[src/rtl/mk_multi_accumulator.sv]
// Multi-channel signed accumulator with sticky per-channel overflow and a registered read/clear port.
// Optional build macro ACCUMULATOR_SATURATE_EN clamps sums on overflow instead of wrapping.
module mk_multi_accumulator #(
    parameter int CHANNELS = 4,
    parameter int DATA_W   = 32,
    parameter int ACC_W    = 40,
    localparam int CH_W    = (CHANNELS > 1) ? $clog2(CHANNELS) : 1
) (
    input  logic                i_CLK,
    input  logic                i_RESET_N,
    input  logic                i_ENABLE,
    input  logic [CH_W-1:0]     i_CHANNEL,
    input  logic [DATA_W-1:0]   i_DATA_IN,
    input  logic                i_CLEAR_ALL,
    input  logic                i_RD_EN,
    input  logic [CH_W-1:0]     i_RD_CHANNEL,
    input  logic                i_RD_CLEAR,
    output logic                o_RD_VALID,
    output logic [ACC_W-1:0]    o_RD_DATA,
    output logic                o_RD_OVERFLOW,
    output logic [CHANNELS-1:0] o_OVERFLOW
);

    localparam logic [ACC_W-1:0] SAT_MAX = {1'b0, {(ACC_W-1){1'b1}}};
    localparam logic [ACC_W-1:0] SAT_MIN = {1'b1, {(ACC_W-1){1'b0}}};

    // Same-sign operands producing an opposite-sign result means signed overflow.
    function automatic logic add_ovf(input logic a_msb, input logic b_msb, input logic r_msb);
        return (a_msb == b_msb) && (r_msb != a_msb);
    endfunction

    logic [ACC_W-1:0]    sum_q [CHANNELS];
    logic [ACC_W-1:0]    sum_d [CHANNELS];
    logic [CHANNELS-1:0] ovf_q, ovf_d;
    logic                rd_valid_q, rd_valid_d;
    logic [ACC_W-1:0]    rd_data_q, rd_data_d;
    logic                rd_ovf_q, rd_ovf_d;

    logic signed [DATA_W-1:0] din_s;
    logic signed [ACC_W-1:0]  ext_s;
    logic [ACC_W-1:0]         base_s, raw_s;
    logic                     flag_s, ovf_s;

    assign din_s = i_DATA_IN;
    assign ext_s = ACC_W'(din_s);

    // Next-state for every channel: read-clear first, then accumulate, clear-all overrides both.
    always_comb begin
        base_s = {ACC_W{1'b0}};
        raw_s  = {ACC_W{1'b0}};
        flag_s = 1'b0;
        ovf_s  = 1'b0;
        ovf_d  = ovf_q;
        for (int c = 0; c < CHANNELS; c++) begin
            sum_d[c] = sum_q[c];
            base_s   = sum_q[c];
            flag_s   = ovf_q[c];
            if (i_RD_EN && i_RD_CLEAR && (i_RD_CHANNEL == CH_W'(c))) begin
                base_s = {ACC_W{1'b0}};
                flag_s = 1'b0;
            end else begin
                base_s = sum_q[c];
            end
            raw_s = base_s + ext_s;
            ovf_s = add_ovf(base_s[ACC_W-1], ext_s[ACC_W-1], raw_s[ACC_W-1]);
            if (i_CLEAR_ALL) begin
                sum_d[c] = {ACC_W{1'b0}};
                ovf_d[c] = 1'b0;
            end else if (i_ENABLE && (i_CHANNEL == CH_W'(c))) begin
                ovf_d[c] = flag_s | ovf_s;
`ifdef ACCUMULATOR_SATURATE_EN
                if (ovf_s) begin
                    sum_d[c] = base_s[ACC_W-1] ? SAT_MIN : SAT_MAX;
                end else begin
                    sum_d[c] = raw_s;
                end
`else
                sum_d[c] = raw_s;
`endif
            end else begin
                sum_d[c] = base_s;
                ovf_d[c] = flag_s;
            end
        end
    end

    // Read port samples pre-update state; out-of-range channels read as zero.
    always_comb begin
        rd_valid_d = i_RD_EN;
        rd_data_d  = rd_data_q;
        rd_ovf_d   = rd_ovf_q;
        if (i_RD_EN) begin
            rd_data_d = {ACC_W{1'b0}};
            rd_ovf_d  = 1'b0;
            for (int c = 0; c < CHANNELS; c++) begin
                if (i_RD_CHANNEL == CH_W'(c)) begin
                    rd_data_d = sum_q[c];
                    rd_ovf_d  = ovf_q[c];
                end else begin
                    rd_data_d = rd_data_d;
                end
            end
        end else begin
            rd_data_d = rd_data_q;
            rd_ovf_d  = rd_ovf_q;
        end
    end

    // State registers with asynchronous active-low reset.
    always_ff @(posedge i_CLK or negedge i_RESET_N) begin
        if (!i_RESET_N) begin
            for (int c = 0; c < CHANNELS; c++) begin
                sum_q[c] <= {ACC_W{1'b0}};
            end
            ovf_q      <= {CHANNELS{1'b0}};
            rd_valid_q <= 1'b0;
            rd_data_q  <= {ACC_W{1'b0}};
            rd_ovf_q   <= 1'b0;
        end else begin
            for (int c = 0; c < CHANNELS; c++) begin
                sum_q[c] <= sum_d[c];
            end
            ovf_q      <= ovf_d;
            rd_valid_q <= rd_valid_d;
            rd_data_q  <= rd_data_d;
            rd_ovf_q   <= rd_ovf_d;
        end
    end

    assign o_RD_VALID    = rd_valid_q;
    assign o_RD_DATA     = rd_data_q;
    assign o_RD_OVERFLOW = rd_ovf_q;
    assign o_OVERFLOW    = ovf_q;

endmodule

[config.mk]
export PLATFORM = sky130hd
export DESIGN_NAME = mk_multi_accumulator
export DESIGN_NICKNAME = d
export VERILOG_FILES = /design/src/rtl/mk_multi_accumulator.sv
export SDC_FILE = /design/constraint.sdc
export NUM_CORES = 1
export LEC_CHECK = 0
export BUFFER_PORTS_ARGS = -buffer_cell sky130_fd_sc_hd__buf_4
export CAP_MARGIN = 40
export CORE_AREA = 2 2 220 222
export DETAILED_ROUTE_END_ITERATION = 10
export DIE_AREA = 0 0 222 224
export GPL_ROUTABILITY_DRIVEN = 0
export PLACE_DENSITY = 0.53
export RECOVER_POWER = 50
export SLEW_MARGIN = 5
export SYNTH_ARGS = -nofsm -noshare
export SYNTH_HDL_FRONTEND = slang
export SYNTH_SLANG_ARGS = --single-unit
[constraint.sdc]
create_clock -name i_CLK -period 3.86 [get_ports i_CLK]
set_input_delay 0.772 -clock i_CLK [delete_from_list [all_inputs] [get_ports i_CLK]]
set_output_delay 0.772 -clock i_CLK [all_outputs]
set_load 0.02 [all_outputs]
==> qor.csv, run 1 <==
metric,value,unit
cts_inserted_buffers,27,
first_pass_iters,5,
die_h,224,µm
port_buffers,87,
yosys_most_used_dff,dfrtp_1,
maxSlewViolCount,60,
crit_arrival,4.07,ns
post-place-ws,-0.385,ns
crit_fanout,12,
syn_area,18300,µm²
cp_top_family,compound AO/OA/AOI/OAI gates,
min-delay-start,i_RD_EN,
power.leakage,11.3,nW
ff2ff_setup_slack,0.52,ns
holdPathEnd,o_RD_VALID,
grt_first_pass_wirelength,94.3,mm
synth_edf_count,0,
start_util,38.6,%
wl_per_cell,19.4,µm
p_per_area,293,nW/µm²
fin_ws,0.250,ns
power,6.75,mW
period_share,93.5,%
cp-start-kind,input pin,
cp_slowest_cell,fa_1,
antenna_found_initial,2,
grt_busiest_layer,met1,
finalHoldViolations,0,
min_path_type,in -> reg,
min_period,3.61,ns
vias,17100,
syn2layout_area_growth,26.0,%
die_area,49700,µm²
worstSetupPathType,in -> reg,
avgSynthCellArea,8.67,µm²
worstPathRequired,4.32,ns
worst_slew_pin_slew,3.06,ns
crit_buf_inv,1,
maxSlewHeadroom,-104,%
grt_pass1_vias,16800,
slowest_delay,0.45,ns
crit_start,i_RD_CHANNEL[0],
endpoint_kind,flop,
clkLatencyLatePin,0.57,ns
synth.yosys.seq_area_share,28.2,%
status,finished with violations,
cts_tree,yes,
ir_worst_vdd,323,µV
rows,80,
cts_buffer_depth,3,
drv_cap,1,
hold_buffers,0,
fin_nets,2662,
yosys_warnings,0,
grt_use_total,24.0,%
path_cells,buf_4 -> nand4b_4 -> and2_1 -> ha_1 -> fa_1 -> a21o_1 -> a21oi_2 -> o21a_1 -> o32ai_2 -> a211oi_1 -> nor3_1 -> o21bai_1 -> o21ai_1 -> xor2_1 -> a22o_1,
setup_viol,0,
clk_pin_slew,0.06,ns
core-area,47300,µm²
clock_sinks,206,
synthCells,2107,
synth-seq-cells,206,
reg2reg_depth,13,
ios,88,
clock_skew,0.0208,ns
met1_usage,36.9,%
r2r-start,sum_q[120],
grt_use_met2,36.1,%
drc,0,
grt_util_met3,2.78,%
dp_hpwl,47.4,mm
violations,"capacitance limit, slew limit",
ant_nets,0,
fmax,0.277,GHz
cts_max_level,1,
overflow,0,
reg2reg_to,sum_q[158],
hold_path_depth,1,
syn_nets,2301,
die_w,222,µm
drt_wl_total,60.2,mm
drtIter0Drc,1457,
cts_root_buf,clkbuf_16,
drive_above_1_share,24.6,%
nFillCells,4520,
grt_start_max_net_pins,75,
vias_per_cell,5.51,
rsz0062_at_grt,no,
synth_async_sr_flop_share,100,%
ys_types,84,
[cell families (layout without fill, tap and decap cells)]
family                     after synthesis  in the layout  synth area share [%]
adders and majority gates              156            156                  10.8
buffers and inverters                  156            538                  3.34
muxes                                   91             91                  8.08
other                                    0              1                     0
and+or+nand+nor                        709            709                  19.6
DFF                                    206            206                  28.2
xor gates and xnor gates               139            139                  6.67
AOI/OAI and AO/OA                      650            650                  23.3
[sequential cells by signal, indices dropped and copies added (netlist names)]
name and cells:
o_RD_VALID 1, o_RD_DATA 40, o_RD_OVERFLOW 1, o_OVERFLOW 4, sum_q 160
[worst max-delay path by stage]
stage	endpoint	slack, ns	cells past startpoint
after detailed placement	sum_q[157]	-0.39	13
after floorplan	sum_q[28]	-0.1	17
final	sum_q[76]	0.25	15
after CTS	sum_q[157]	0.21	13
after global placement	sum_q[79]	-0.40	13
after global routing	sum_q[77]	0.009	16
[report_power, final]
group	switching [mW]	internal (mW)	total, mW
clock	1.06	1.55	2.60
sequential	0.0996	2.25	2.35
combinational	0.962	0.824	1.79
[Yosys cell counts (18+ instances only)]
cell type	number	share of area [%]
xor2_1	41	2.0
mux4_2	41	5.1
clkbuf_1	93	1.9
a21oi_1	221	6.1
and3_1	27	0.93
a211oi_1	30	1.2
o21bai_1	21	0.86
nand2_1	240	4.9
and2_1	159	5.4
o21a_1	18	0.74
mux2_2	41	2.5
nor2_1	105	2.2
a31oi_1	28	0.96
xnor2_1	98	4.7
nor3_1	30	0.82
dfrtp_1	206	28
inv_1	43	0.88
o21ai_0	88	2.4
a22o_1	31	1.5
a21o_1	89	3.7
ha_1	148	10
nand3_1	41	1.1
[placed cells by master, fill, tap and decap left out, types with 26 or more instances in the layout]
cell       Yosys  final
nor2_1       105    104
a21o_1        89     89
ha_1         148    142
nand2_1      240    240
a21oi_1      221    214
clkbuf_16      0     27
a22o_1        31     31
xnor2_1       98     98
and2_1       159    156
nor3_1        30     26
dfrtp_1      206    206
o21ai_0       88     87
buf_4          3    422
nand3_1       41     41
a211oi_1      30     29
xor2_1        41     41
inv_1         43     43
and3_1        27     27
mux4_2        41     41
a31oi_1       28     27
mux2_2        41     41
[worst register-to-register path: stages, from the launching register on]
cell,delay (ns)
dfrtp_1,0.44
and2_4,0.20
ha_4,0.16
fa_2,0.41
a211o_1,0.30
o211ai_1,0.16
a21oi_2,0.14
o31ai_4,0.23
o21a_1,0.28
o21ai_2,0.10
o211ai_1,0.28
a31o_2,0.23
nand3_1,0.07
a32o_1,0.26
[cell type report]
type / count / area, µm² / share of cell area (%)
clock buffers: 37 / 743 / 3.23
flip-flops and latches: 206 / 5150 / 22.4
well taps: 615 / 769 / 3.34
multi-input cells: 1745 / 12700 / 55.2
inverters: 44 / 165 / 0.718
clock inverters: 13 / 151 / 0.658
diodes: 1 / 2.50 / 0.0109
repair buffers: 444 / 3320 / 14.5
[repair_timing]
action	in CTS	in global routing
resized for setup	0	3
setup endpoints to repair	0	6
buffers inserted	0	2
[layer usage]
layer | up-vias | wire (µm)
li1 | 8434 | -
met1 | 8251 | 31200
met2 | 363 | 24900
met3 | 50 | 3160
met4 | 0 | 883
met5 | - | 0
[through the flow]
stage / TNS [ns] / hold slack (ns) / std cells / area (µm²) / util, %
2_1_floorplan: -0.290 / 0.457 / 2107 / 18500 / -
6_report: 0 / 0.412 / 3105 / 23000 / 48.6
3_5_place_dp: -14.68 / 0.495 / 3052 / 22100 / 46.8
3_3_place_gp: -12.74 / 0.479 / 3050 / 22100 / 46.7
4_1_cts: 0 / 0.143 / 3102 / 23000 / 48.7
5_1_grt: 0 / 0.408 / 3104 / 23000 / 48.6
Power figures use the tool's default switching activity.
==> run 2: changes to the inputs <==
--- a/config.mk
+++ b/config.mk
@@ -11,6 +11,7 @@
 export DETAILED_ROUTE_END_ITERATION = 10
 export DIE_AREA = 0 0 222 224
 export GPL_ROUTABILITY_DRIVEN = 0
+export GPL_TIMING_DRIVEN = 0
 export PLACE_DENSITY = 0.53
 export RECOVER_POWER = 50
 export SLEW_MARGIN = 5
==> constraint.sdc (replaced) <==
create_clock -name i_CLK -period 3.86 [get_ports i_CLK]
set_input_delay 0.579 -clock i_CLK [delete_from_list [all_inputs] [get_ports i_CLK]]
set_output_delay 0.579 -clock i_CLK [all_outputs]
set_load 0.02 [all_outputs]
==> qor.csv, run 2 (synthesis gave the netlist of run 1 again) <==
metric,value,unit,change
status,finished with violations,,
violations,"capacitance limit, slew limit",,
min_period,3.79,ns,+0.179 ns
top_register,sum_q,,
clock_skew,0.00969,ns,-0.0111 ns
cts_inserted_buffers,27,,unchanged
fin_tns_setup,0,ns,unchanged
syn2layout_area_growth,15.8,%,
layout_commonest_cell,nand2_1,,
cts_tree,yes,,
cp-start-kind,input pin,,
largest_register_ffs,160,,unchanged
mostFrequentLayoutCells,"nand2_1 (240), a21oi_1 (208), dfrtp_1 (206)",,
drive_above_1_share,13.6,%,-11 points
fin_cells,2890,,-6.9%
vias_per_cell,5.76,,+4.6%
die_h,224,µm,unchanged
die_area,49700,µm²,unchanged
drc,0,,unchanged
grt_use_total,24.9,%,+0.92 points
cts_max_level,1,,unchanged
vias,16600,,-2.6%
nFillCells,4688,,+3.7%
worstSetupPathType,in -> reg,,
grt_pass1_vias,15900,,-5.0%
min_path_type,in -> reg,,
cts_buffer_depth,3,,unchanged
finalHoldViolations,0,,unchanged
setup_viol,0,,unchanged
rsz0062_at_grt,yes,,
drv_cap,1,,unchanged
ir_worst_vdd,310,µV,-4.1%
clk_pin_slew,0.06,ns,about the same
worst_slew_pin_slew,2.15,ns,-0.907 ns
drtIter0Drc,1588,,+9.0%
crit_fanout,10,,-2
clock_sinks,206,,unchanged
rows,80,,unchanged
multiInputGateArea,12900,µm²,+1.4%
period_share,98.1,%,+4.6 points
maxSlewHeadroom,-43.6,%,+60 points
fmax,0.264,GHz,-4.7%
grt_start_max_net_pins,89,,+19%
drt_wl_total,63.4,mm,+5.4%
p_per_area,305,nW/µm²,+4.1%
crit_arrival,4.24,ns,+0.17 ns
overflow,0,,unchanged
dpl.cell_count,2815,,-7.8%
post-place-ws,-1.18,ns,-0.796 ns
clkLatencyLatePin,0.56,ns,about the same
port_buffers,86,,-1.1%
antenna_cells,0,,-1
cts_root_buf,clkbuf_16,,
antenna_found_initial,0,,-2
first_pass_iters,5,,unchanged
wl_per_cell,21.9,µm,+13%
dp_hpwl,50.2,mm,+6.1%
grt_first_pass_wirelength,95.4,mm,+1.2%
fin_nets,2449,,-8.0%
ff2ff_setup_slack,0.50,ns,-0.02 ns
core-area,47300,µm²,unchanged
maxSlewViolCount,35,,-42%
die_w,222,µm,unchanged
ios,88,,unchanged
dpl_cell_area,19800,µm²,-10%
reg2reg_depth,13,,unchanged
fin_ws,0.0714,ns,-0.179 ns
ant_nets,0,,unchanged
endpoint_kind,flop,,
hold_path_depth,1,,unchanged
start_util,38.6,%,unchanged
worstPathRequired,4.31,ns,about the same
design_area,21100,µm²,-8.1%
power.leakage,9.80,nW,-13%
regArea,5150,µm²,unchanged
[run 2: critical path: stages]
cell and delay [ns]:
buf_4 0.12, buf_8 0.15, nand4b_1 0.17, buf_6 0.20, clkbuf_4 0.20, and2_1 0.19
ha_2 0.38, nand2_1 0.12, o31ai_2 0.33, o2111ai_1 0.21, a41oi_2 0.37, a22oi_4 0.14
o31ai_4 0.30, a211o_1 0.24, a21oi_1 0.08, a32o_1 0.21, a32o_1 0.21
[run 2: where the power goes]
group / total, mW / internal [mW] / switching, mW
clock network: 2.51 / 1.46 / 1.05
logic: 1.59 / 0.626 / 0.961
registers: 2.35 / 2.25 / 0.100
[run 2: metrics by stage]
stage / util, % / total power, mW / hold WS (ns)
final: 44.7 / 6.45 / 0.203
after global routing: 44.7 / 6.75 / 0.181
after CTS: 44.4 / 6.48 / 0.171
after detailed placement: 41.9 / 3.92 / 0.468
after global placement: 41.7 / 3.89 / 0.495
after floorplan: - / 3.40 / 0.283
[run 2: area by class of cell]
cell class	count	area share (%)
plain buffers	108	2.47
inverters	44	0.781
well taps	615	3.64
clock buffers	38	3.67
flip-flops and latches	206	24.4
clock inverters	11	0.420
multi-input cells	1745	60.9
repair buffers	123	3.78
[run 2: final timing paths]
path | startpoint | end
setup / recovery | i_RD_CHANNEL[0] | o_OVERFLOW[1]
min in group asynchronous | i_RESET_N | sum_q[44]
hold reg to reg | o_RD_DATA[35] | o_RD_DATA[35]
max in group asynchronous | i_RESET_N | sum_q[155]
setup reg to reg | sum_q[120] | sum_q[158]
hold / removal | i_RD_EN | o_RD_VALID
[run 2: per-layer routing]
layer / part of all wire (%) / global-route usage (%) / routed length, µm / vias up
li1: - / - / - / 8024
met1: 48 / 36.3 / 30400 / 8128
met2: 45 / 40.1 / 28300 / 433
met3: 5.8 / 2.68 / 3690 / 63
met4: 1.6 / 4.90 / 1040 / 0
met5: 0 / 0 / 0 / -
[run 2: repair_timing]
item / in CTS / in global routing
cloned: 0 / 1
buffers inserted: 10 / 18
endpoints found under the setup margin: 68 / 36
hold buffers: 1 / 0
pin swaps: 21 / 28
hold endpoints to repair: 34 / 0
gates resized for setup: 53 / 48
